**src/rtl/uart_rx_param.sv**
```systemverilog
// uart_rx_param: oversampling UART receiver with configurable data width,
// oversample ratio, stop-bit count and run-time parity mode.
// Rx_in is synchronised through two flops before any decision is made.
// Each bit is sampled once, at its middle, counted from the start edge.
// A completed frame is reported with a one-cycle Dvalid strobe, together
// with the data word and its parity and framing flags.
module uart_rx_param #(
  parameter int DATA_BITS  = 8,
  parameter int OVERSAMPLE = 16,
  parameter int STOP_BITS  = 1
) (
  input  logic                 clk,
  input  logic                 reset,
  input  logic                 Rx_in,
  input  logic [1:0]           parity_mode,
  output logic [DATA_BITS-1:0] Dout,
  output logic                 Dvalid,
  output logic                 parity_err,
  output logic                 frame_err,
  output logic                 busy
);

  localparam int CW = $clog2(OVERSAMPLE);
  localparam int BW = $clog2(DATA_BITS + 1);

  // The counter runs modulo OVERSAMPLE from the start edge, so every bit is
  // sampled at the same phase: OVERSAMPLE/2 clocks into its bit period.
  localparam logic [CW-1:0] SAMPLE_AT = CW'(OVERSAMPLE / 2 - 1);
  localparam logic [CW-1:0] WRAP_AT   = CW'(OVERSAMPLE - 1);
  localparam logic [CW-1:0] CNT_ZERO  = CW'(0);
  localparam logic [CW-1:0] CNT_ONE   = CW'(1);
  localparam logic [BW-1:0] BIT_ZERO  = BW'(0);
  localparam logic [BW-1:0] BIT_ONE   = BW'(1);
  localparam logic [BW-1:0] LAST_DATA = BW'(DATA_BITS - 1);
  localparam logic [BW-1:0] LAST_STOP = BW'(STOP_BITS - 1);

  typedef enum logic [2:0] {
    IDLE   = 3'd0,
    START  = 3'd1,
    DATA   = 3'd2,
    PARITY = 3'd3,
    STOP   = 3'd4
  } state_t;

  logic [1:0]           sync_r;
  logic                 rx_s;
  state_t               state_r;
  logic [CW-1:0]        cnt_r;
  logic [CW-1:0]        cnt_next_s;
  logic                 sample_s;
  logic [BW-1:0]        bit_cnt_r;
  logic [DATA_BITS-1:0] shift_r;
  logic                 par_en_r;
  logic                 par_odd_r;
  logic                 par_bit_r;
  logic                 ferr_acc_r;

  // Parity error for a received word: even mode flags an odd count of ones
  // across data+parity bit, odd mode flags an even count.
  function automatic logic parity_error(input logic [DATA_BITS-1:0] data,
                                        input logic                 pbit,
                                        input logic                 odd);
    logic x;
    x = (^data) ^ pbit;
    return x ^ odd;
  endfunction

  assign rx_s = sync_r[1];

  // Two-flop synchroniser for the asynchronous serial line, idle high.
  always_ff @(posedge clk or posedge reset) begin
    if (reset) begin
      sync_r <= 2'b11;
    end else begin
      sync_r <= {sync_r[0], Rx_in};
    end
  end

  // Bit-clock next value and the mid-bit sample strobe.
  always_comb begin
    sample_s   = 1'b0;
    cnt_next_s = CNT_ZERO;
    sample_s   = (cnt_r == SAMPLE_AT);
    if (cnt_r == WRAP_AT) begin
      cnt_next_s = CNT_ZERO;
    end else begin
      cnt_next_s = cnt_r + CNT_ONE;
    end
  end

  // Receive FSM: walks the frame, latches the parity mode at the start edge
  // and publishes the word and flags on the final stop-bit sample.
  always_ff @(posedge clk or posedge reset) begin
    if (reset) begin
      state_r    <= IDLE;
      cnt_r      <= CNT_ZERO;
      bit_cnt_r  <= BIT_ZERO;
      shift_r    <= {DATA_BITS{1'b0}};
      par_en_r   <= 1'b0;
      par_odd_r  <= 1'b0;
      par_bit_r  <= 1'b0;
      ferr_acc_r <= 1'b0;
      Dout       <= {DATA_BITS{1'b0}};
      Dvalid     <= 1'b0;
      parity_err <= 1'b0;
      frame_err  <= 1'b0;
      busy       <= 1'b0;
    end else begin
      Dvalid <= 1'b0;
      case (state_r)
        IDLE: begin
          cnt_r     <= CNT_ZERO;
          bit_cnt_r <= BIT_ZERO;
          if (!rx_s) begin
            state_r    <= START;
            busy       <= 1'b1;
            par_en_r   <= (parity_mode == 2'b01) || (parity_mode == 2'b10);
            par_odd_r  <= (parity_mode == 2'b10);
            ferr_acc_r <= 1'b0;
          end
        end
        START: begin
          cnt_r <= cnt_next_s;
          if (sample_s) begin
            if (rx_s) begin
              // Line went back high before mid start bit: treat as a glitch.
              state_r <= IDLE;
              busy    <= 1'b0;
            end else begin
              state_r   <= DATA;
              bit_cnt_r <= BIT_ZERO;
            end
          end
        end
        DATA: begin
          cnt_r <= cnt_next_s;
          if (sample_s) begin
            shift_r <= {rx_s, shift_r[DATA_BITS-1:1]};
            if (bit_cnt_r == LAST_DATA) begin
              bit_cnt_r <= BIT_ZERO;
              state_r   <= par_en_r ? PARITY : STOP;
            end else begin
              bit_cnt_r <= bit_cnt_r + BIT_ONE;
            end
          end
        end
        PARITY: begin
          cnt_r <= cnt_next_s;
          if (sample_s) begin
            par_bit_r <= rx_s;
            bit_cnt_r <= BIT_ZERO;
            state_r   <= STOP;
          end
        end
        STOP: begin
          cnt_r <= cnt_next_s;
          if (sample_s) begin
            if (bit_cnt_r == LAST_STOP) begin
              // Leave mid stop bit so a start bit on the next boundary is seen.
              Dout       <= shift_r;
              parity_err <= par_en_r ? parity_error(shift_r, par_bit_r, par_odd_r) : 1'b0;
              frame_err  <= ferr_acc_r | ~rx_s;
              Dvalid     <= 1'b1;
              state_r    <= IDLE;
              busy       <= 1'b0;
              bit_cnt_r  <= BIT_ZERO;
            end else begin
              ferr_acc_r <= ferr_acc_r | ~rx_s;
              bit_cnt_r  <= bit_cnt_r + BIT_ONE;
            end
          end
        end
        default: begin
          state_r <= IDLE;
          busy    <= 1'b0;
          cnt_r   <= CNT_ZERO;
        end
      endcase
    end
  end

endmodule
```
**config.mk**
```make
export PLATFORM = sky130hd
export DESIGN_NAME = uart_rx_param
export DESIGN_NICKNAME = d
export VERILOG_FILES = /design/src/rtl/uart_rx_param.sv
export SDC_FILE = /design/constraint.sdc
export NUM_CORES = 1
export LEC_CHECK = 0
export ABC_AREA = 1
export CORE_MARGIN = 2
export CORE_UTILIZATION = 40
export DETAILED_ROUTE_END_ITERATION = 8
export GPL_TIMING_DRIVEN = 0
export PLACE_DENSITY_LB_ADDON = 0.08
export SYNTH_ARGS = -nofsm -noshare
export SYNTH_HDL_FRONTEND = slang
export SYNTH_SLANG_ARGS = --single-unit
```
**constraint.sdc**
```tcl
create_clock -name clk -period 1.9 [get_ports clk]
set_clock_uncertainty 0.05 [all_clocks]
set_input_delay 0.19 -clock clk [delete_from_list [all_inputs] [get_ports clk]]
set_output_delay 0.19 -clock clk [all_outputs]
set_load 0.1 [all_outputs]
```
==> key figures <==
Yosys
  – Cell area after synthesis: approximately 2000 um2
  – Synth Instances: between 200 and 250
  – Syn_nets: ~240
  – Sequential share of the synthesized area: 45.9%
  – Netlist cell types: 30
  – Yosys top cell area share: between 40% and 50%
  – Avg Cell Area, Syn: about 8.6 um2
  – Area leader, netlist: dfrtp_1
  – Number of synthesized register bits: 37
  – Yosys warnings: 0
  – Top cells by area, synth: dfrtp_1 43%, nand2_1 12%, o21ai_2 7.4%

Floorplanning
  – Die height: 75.1 um
  – Core Footprint: just under 5000 um2
  – Io pins: 17
  – Initial Util: a little over two fifths
  – FP Rows: 25
  – Die area: roughly 5600 um2
  – Die Wd: between 70 and 80 um

Power and ir drop
  – Static Leakage: 1.22 nW
  – Peak VDD IR: 691 uV
  – Total power: between 2 and 2.5 mW
  – Pwr/cell area: 1030 nW/um2

Drt
  – Post-route ant nets: 0
  – Drc violations: 0
  – Vias: 1517
  – Total Routed Length: roughly 3700 um
  – DRT Pass-1 Iters: 4
  – Routed len/inst: between 10 and 15 um
  – Detailed Route Iter0 Violations: between 60 and 70
  – Vias per Instance: 4.65

STA
  – Final worst path period share: between 90% and 100%
  – Slew Viols, Final: 0
  – Worst-Margin Slew: 0.957 ns
  – Final setup fails: 0
  – RSZ-0062 raised after global routing: no
  – Worst hold slack: about 0.25 ns
  – Max Fclk: roughly 570 MHz
  – Slew headroom: roughly 36%
  – Min cycle time layout: 1.75 ns
  – Final hold vios: 0

Clocking
  – Reg clk slew, reported paths: approximately 0.07 ns
  – CTS tree: done
  – CTS H-tree lvls: 2
  – Clk Latency, worst-skew pair: 0.29 ns
  – Setup repair bufs after CTS: 0
  – CTS Sinks: 37
  – CTS Root Cell: clkbuf_8
  – Number of CTS-inserted buffers: 5
  – CTS max path bufs: 2

Worst setup path
  – Slowest CP cell: dlygate4sd2_1
  – CP max stage delay: ~0.86 ns
  – Largest fanout on the critical path: 2
  – Critical path cell sequence: dlygate4sd2_1
  – Worst path depth: 1
  – Nature of the critical path startpoint: flop
  – Crit path max-delay family: buffers and inverters
  – CP Capture Type: output port
  – R2R cell count: 7
  – Crit Path Category: reg2out
  – Worst endpoint required time: between 1.5 and 2 ns
  – CP Buf/Inv Count: 1
  – WP data arrival: ~1.5 ns

Place
  – GP Congestion: about 0.86
  – Hpwl dp: about 2700 um
  – IO Port Bufs: 16

Finish
  – Share of post-route cells with drive strength above 1: 24.3%
  – Most frequent cells in the layout: 67 x nand2_1, 35 x dfrtp_1, 24 x inv_1, 17 x o21ai_2, 15 x nand2_2
  – Most common cell after layout, fill and taps aside: nand2_1
  – Ant. Diodes: 0
  – Util after Layout: ~49%
  – Net count, final: 267
  – Synth-to-layout area growth: 15.8%

GRT
  – Grt ovf: 0
  – Initial antenna violation count: 0
  – All-Layer GR Usage: between 10% and 20%
  – Number of global-route vias before repair: approximately 1400
  – Pin count of the biggest net entering global routing: 38
  – First-pass GRT wire length: approximately 6300 um

Hold path
  – HP Class: in2reg
  – Cell depth of the worst hold path: 1

Status
  – Status: completed

Job
  – Max-cap violations: 0
kinds of logic after synthesis:
family	after synthesis	share of synthesized area (%)
compound gates	35	13.1
fa+ha+maj	4	2.47
simple gates	119	28.6
mux	1	0.556
xor+xnor	5	2.16
flops	37	45.9
buf+inv	34	7.23
stage by stage:
stage / setup TNS [ns] / setup WS (ns) / cells / instance area (um2)
finish: 0 / 0.150 / 326 / 2340
global route: 0 / 0.0959 / 326 / 2340
CTS: 0 / 0.133 / 326 / 2340
detailed placement: 0 / 0.179 / 318 / 2270
global placement: -2.64 / -0.0766 / 318 / 2270
floorplan: 0 / 0.500 / 235 / 2020
report_power, final:
part	internal (mW)	switching, mW	leakage, nW	total [mW]
combinational	0.274	0.579	0.671	0.853
sequential	0.882	0.0987	0.500	0.981
clock	0.296	0.273	0.0455	0.568
total	1.45	0.950	1.22	2.40
metal layers:
layer	vias up	track usage, %	share of wire (%)
met1	691	18.2	46
met4	0	6.43	1.7
met2	25	25.3	48
li1	796	-	-
met3	5	4.42	3.9
met5	-	0	0
final timing paths:
path | slack [ns] | end | startpoint
setup / recovery | 0.15 | frame_err | frame_err
hold / removal | 0.25 | sync_r[0] | Rx_in
setup reg to reg | 0.33 | state_r[0] | bit_cnt_r[0]
hold reg to reg | 0.31 | sync_r[1] | sync_r[0]
max in group asynchronous | 1.01 | cnt_r[0] | reset
min in group asynchronous | 0.30 | state_r[0] | reset
sequential cells by signal, indices dropped and copies added (netlist names):
name	count
shift_r	8
ferr_acc_r	1
Dout	8
sync_r	2
state_r	3
bit_cnt_r	4
cnt_r	4
par_en_r	1
par_bit_r	1
busy	1
Dvalid	1
par_odd_r	1
frame_err	1
parity_err	1
cells in the mapped netlist:
| cell | number |
|---|---|
| nand3_2 | 2 |
| nand2_2 | 15 |
| a21oi_2 | 2 |
| nand2_4 | 2 |
| o21ai_2 | 17 |
| nor2_4 | 4 |
| ha_1 | 4 |
| nor2_2 | 2 |
| xor2_1 | 4 |
| or2_1 | 1 |
| xnor2_1 | 1 |
| mux2_1 | 1 |
| a211o_1 | 1 |
| nand2_1 | 67 |
| o21ai_1 | 3 |
| a21oi_4 | 1 |
| inv_1 | 25 |
| nand3_1 | 11 |
| dfstp_2 | 2 |
| o22ai_1 | 1 |
| nand3b_1 | 1 |
| nand4_1 | 5 |
| o21ai_0 | 7 |
| dfrtp_1 | 35 |
| inv_2 | 6 |
| a211oi_1 | 1 |
| buf_6 | 2 |
| a21oi_1 | 2 |
| buf_4 | 1 |
| nor2_1 | 9 |
area by class of cell:
| type | instances | area [um2] |
|---|---|---|
| fill | 506 | 2470 |
| buffer | 3 | 30.0 |
| clock buffer | 8 | 90.1 |
| multi-input combinational | 164 | 950 |
| timing repair buffer | 16 | 145 |
| sequential | 37 | 928 |
| inverter | 31 | 116 |
| tap | 67 | 83.8 |
repair_timing:
action | 4_1_cts | 5_1_grt
setup endpoints to repair | 12 | 0
resized for setup | 12 | 0
hold buffers | 0 | 0
(Power assumes the default switching activity.)
